[src/rtl/hpc2_and_pipe.sv]
// hpc2_and_pipe: HPC2 masked AND gadget over NSHARES Boolean shares.
// Three register stages with valid/ready flow control.
module hpc2_and_pipe #(
    parameter int NSHARES = 3,
    parameter int WIDTH   = 8
) (
    input  logic                                   clk,
    input  logic                                   rst_n,
    input  logic                                   in_valid,
    output logic                                   in_ready,
    input  logic [NSHARES*WIDTH-1:0]               a,
    input  logic [NSHARES*WIDTH-1:0]               b,
    input  logic [NSHARES*(NSHARES-1)/2*WIDTH-1:0] r,
    output logic                                   out_valid,
    input  logic                                   out_ready,
    output logic [NSHARES*WIDTH-1:0]               c
);
    localparam int NRAND = NSHARES * (NSHARES - 1) / 2;

    typedef logic [WIDTH-1:0] word_t;

    function automatic int ridx(input int i, input int j);
        int lo;
        int hi;
        lo = (i < j) ? i : j;
        hi = (i < j) ? j : i;
        return lo * NSHARES - lo * (lo + 1) / 2 + (hi - lo - 1);
    endfunction

    logic  enable;
    logic  v1;
    logic  v2;
    word_t rw  [NRAND];
    word_t a1  [NSHARES];
    word_t na1 [NSHARES];
    // Diagonal of br1 carries b_i; diagonal of r1 is zero so w_ii vanishes.
    word_t br1 [NSHARES][NSHARES];
    word_t r1  [NSHARES][NSHARES];
    // Diagonal of vq carries u_ii = a_i & b_i.
    word_t vq  [NSHARES][NSHARES];
    word_t wq  [NSHARES][NSHARES];
    word_t s3  [NSHARES];

    assign enable   = ~out_valid | out_ready;
    assign in_ready = enable;

    always_comb begin
        for (int k = 0; k < NRAND; k++) begin
            rw[k] = r[k*WIDTH +: WIDTH];
        end
    end

    always_comb begin
        for (int i = 0; i < NSHARES; i++) begin
            s3[i] = '0;
            for (int j = 0; j < NSHARES; j++) begin
                s3[i] = s3[i] ^ vq[i][j] ^ wq[i][j];
            end
        end
    end

    always_ff @(posedge clk) begin
        if (!rst_n) begin
            v1        <= 1'b0;
            v2        <= 1'b0;
            out_valid <= 1'b0;
            c         <= '0;
            for (int i = 0; i < NSHARES; i++) begin
                a1[i]  <= '0;
                na1[i] <= '0;
                for (int j = 0; j < NSHARES; j++) begin
                    br1[i][j] <= '0;
                    r1[i][j]  <= '0;
                    vq[i][j]  <= '0;
                    wq[i][j]  <= '0;
                end
            end
        end else if (enable) begin
            v1        <= in_valid;
            v2        <= v1;
            out_valid <= v2;
            for (int i = 0; i < NSHARES; i++) begin
                a1[i]  <= a[i*WIDTH +: WIDTH];
                na1[i] <= ~a[i*WIDTH +: WIDTH];
                for (int j = 0; j < NSHARES; j++) begin
                    if (i == j) begin
                        r1[i][j]  <= '0;
                        br1[i][j] <= b[i*WIDTH +: WIDTH];
                    end else begin
                        r1[i][j]  <= rw[ridx(i, j)];
                        br1[i][j] <= b[j*WIDTH +: WIDTH] ^ rw[ridx(i, j)];
                    end
                    vq[i][j] <= a1[i] & br1[i][j];
                    wq[i][j] <= na1[i] & r1[i][j];
                end
                c[i*WIDTH +: WIDTH] <= s3[i];
            end
        end
    end

endmodule
[config.mk]
export PLATFORM = sky130hd
export DESIGN_NAME = hpc2_and_pipe
export DESIGN_NICKNAME = d
export VERILOG_FILES = /design/src/rtl/hpc2_and_pipe.sv
export SDC_FILE = /design/constraint.sdc
export NUM_CORES = 1
export LEC_CHECK = 0
export BUFFER_PORTS_ARGS = -buffer_cell sky130_fd_sc_hd__clkbuf_2
export CAP_MARGIN = 40
export CORE_AREA = 5 5 208 210
export DETAILED_ROUTE_END_ITERATION = 8
export DIE_AREA = 0 0 213 215
export PLACE_DENSITY_LB_ADDON = 0.3
export SYNTH_ARGS = -nofsm -noshare
export SYNTH_HDL_FRONTEND = slang
export SYNTH_SLANG_ARGS = --single-unit
export TNS_END_PERCENT = 10
[constraint.sdc]
create_clock -name clk -period 24.9 [get_ports clk]
set_input_delay 4.98 -clock clk [delete_from_list [all_inputs] [get_ports clk]]
set_output_delay 4.98 -clock clk [all_outputs]
set_load 0.05 [all_outputs]
==> key figures <==
Outcome
  – Run status: complete, no violations

Detailed routing
  – Vias/cell: 4.59
  – Final WL: 26.1 mm
  – Vias: 6,727
  – DRC violations left: 0
  – Detailed Route Iter0 Violations: 508
  – DR WL/cell: 17.8 um
  – Final ANT Viol Nets: 0
  – DR pass1 iterations: 4

Clock network
  – CTS tree: done
  – Worst-Skew Late Latency: 0.54 ns
  – CTS Sinks: 291
  – TritonCTS Buffers: 30
  – Postcts setup bufs: 0
  – Root buffer cell: clkbuf_16
  – Post-CTS Hold Buffers: 0
  – Cts repair resizes: 0
  – Longest Clk Path Bufs: 3
  – H-tree depth: 1
  – CTS clk-pin slew, worst paths: 0.06 ns

STA
  – Least-Margin Pin Slew: 1.24 ns
  – Final setup fails: 0
  – Clock skew: 0.0116 ns
  – Setup TNS: 0 ns
  – Setup WS post-layout: 13.39 ns
  – RSZ-0062 raised after global routing: no
  – Fin crit share: 0.462
  – Max_slew headroom: 0.172
  – Max Transition Viols Final: 0
  – F_max: 86.9 MHz
  – Final hold viol count: 0
  – Crit path time final: 11.51 ns
  – Hold WS: 0.465 ns

Final layout
  – Design area: 14,100 um2
  – Synth-to-layout area growth: 15.9%
  – Layout Nets: 975
  – Layout cells sized above 1: 0.167

Global route
  – Vias in the first global route: 6,562
  – Global Route Usage Sum: 0.111
  – GRT overflow: 0
  – Largest net degree at the start of global routing: 212
  – Antenna violations before repair: 13
  – First-pass GRT wire length: 39.5 mm

Min path
  – Min-delay worst type: reg -> reg

Worst setup path
  – Critical path launch point type: input port
  – Worst path cell trace: clkbuf_2 -> nor2b_4 -> buf_4 -> inv_2 -> clkbuf_2
  – Crit path max fanout: 53
  – WP buf/inv: 4
  – CP endpoint kind: output port
  – Crit path top cell by count: clkbuf_2
  – Max stage delay on crit path: 0.54 ns
  – Critical path class: in -> out
  – CP arrival: 6.53 ns
  – Family with the most delay on the worst path: buffers and inverters
  – Data required time of the worst path: 19.92 ns
  – CP max-delay cell: buf_4

Yosys
  – Net Count, Synth: 888
  – Sequential area share after synthesis: 0.695
  – Post-synthesis cell type count: 22
  – Synth cell count leaders: 264 x edfxtp_1, 192 x and3_1, 72 x nor2_1, 72 x xnor2_1, 27 x dfxtp_1
  – Top cells by area, synth: edfxtp_1 65%, and3_1 9.9%, xnor2_1 5.2%
  – EDFF count, synth: 264
  – Most common cell in the netlist: edfxtp_1
  – Top_reg_cell synth: edfxtp_1
  – Synth warn: 0
  – Mean post-synth cell area: 15.0 um2
  – Leading area contributor after synthesis: edfxtp_1
  – Yosys top cell area share: 0.650
  – Async SR Flop Fraction: 0
  – Syn Inst Count: 812
  – Area of the mapped netlist: 12,200 um2
  – #FFs+latches synth: 291

Place
  – PortBufs: 101
  – Dpl cell area: 13,200 um2
  – Pre-CTS setup slack: 13.33 ns
  – DPL Wire Length: 16.6 mm
  – Final GP Congestion: 0.702

Floorplanning
  – Full die area: 45,800 um2
  – Die H: 215 um
  – Top Ports: 102
  – Die X: 213 um
  – Initial Util: 0.295
  – Site row count: 75
  – CORE AREA: 41,400 um2

Power
  – Leak: 6.11 nW
  – Power Total: 1.08 mW
  – Worst VDD drop: 0.0519 mV
  – Power per cell area: 76.3 nW/um2

Run
  – Max cap viols: 0
-- stage by stage --
step,utilization,cells
floorplan,-,812
global placement,0.317,1404
detailed placement,0.318,1406
CTS,0.341,1462
global route,0.341,1463
finish,0.341,1467
-- power breakdown --
group          total, mW  switching (mW)  internal (mW)
logic             0.0776          0.0466         0.0311
registers          0.572          0.0118          0.560
clock network      0.429           0.179          0.250
-- cell usage in the layout, fill, tap and decap left out, types with 27 or more instances in the layout --
cell type  Yosys  final
dfxtp_1       27     27
xnor2_1       72     72
edfxtp_1     264    264
clkbuf_2       0    100
nor2_1        72     72
and3_1       192    192
clkbuf_16      0     31
-- flip-flops by register name, indices dropped and copies added (netlist names), 24 cells and up --
name and cells:
br1 72, a1 24, r1 24, c 24, na1 24, wq 48, vq 72
-- logic make-up after synthesis --
logic type	count (synthesis)	share of synthesized area
DFF	291	0.695
buffers and inverters	54	0.0264
AOI/OAI and AO/OA	3	0.00185
xor gates and xnor gates	96	0.0985
and+or+nand+nor	368	0.179
-- worst register-to-register path, delay by kind of cell (launching register included) --
kind / cells / cell delay [ns]
buf+inv: 2 / 1.02
flops: 1 / 0.31
simple gates: 2 / 0.76
-- area by class of cell --
class	count	area, um2
Inverter	1	3.75
Clock buffer	45	868
Sequential cell	291	8470
Tap cell	539	674
Fill cell	3979	27300
Timing Repair Buffer	108	613
Multi-Input combinational cell	467	3410
Clock inverter	11	77.6
Antenna cell	5	12.5
-- worst paths after layout --
kind                   from       end  slack, ns  cells past startpoint
hold / removal           v2        v2       0.47                      2
setup reg to reg  out_valid  vq[0][1]      22.08                      4
setup / recovery  out_ready  in_ready      13.39                      5
hold reg to reg          v2        v2       0.47                      2
-- layer usage --
| layer | track usage | vias to the layer above | routed length [um] |
|---|---|---|---|
| met2 | 0.174 | 125 | 12100 |
| met5 | 0 | - | 73 |
| li1 | - | 3229 | - |
| met1 | 0.151 | 3313 | 11500 |
| met3 | 0.0302 | 48 | 1680 |
| met4 | 0.0324 | 12 | 742 |
Note: power is estimated with default switching activity, not from simulation.
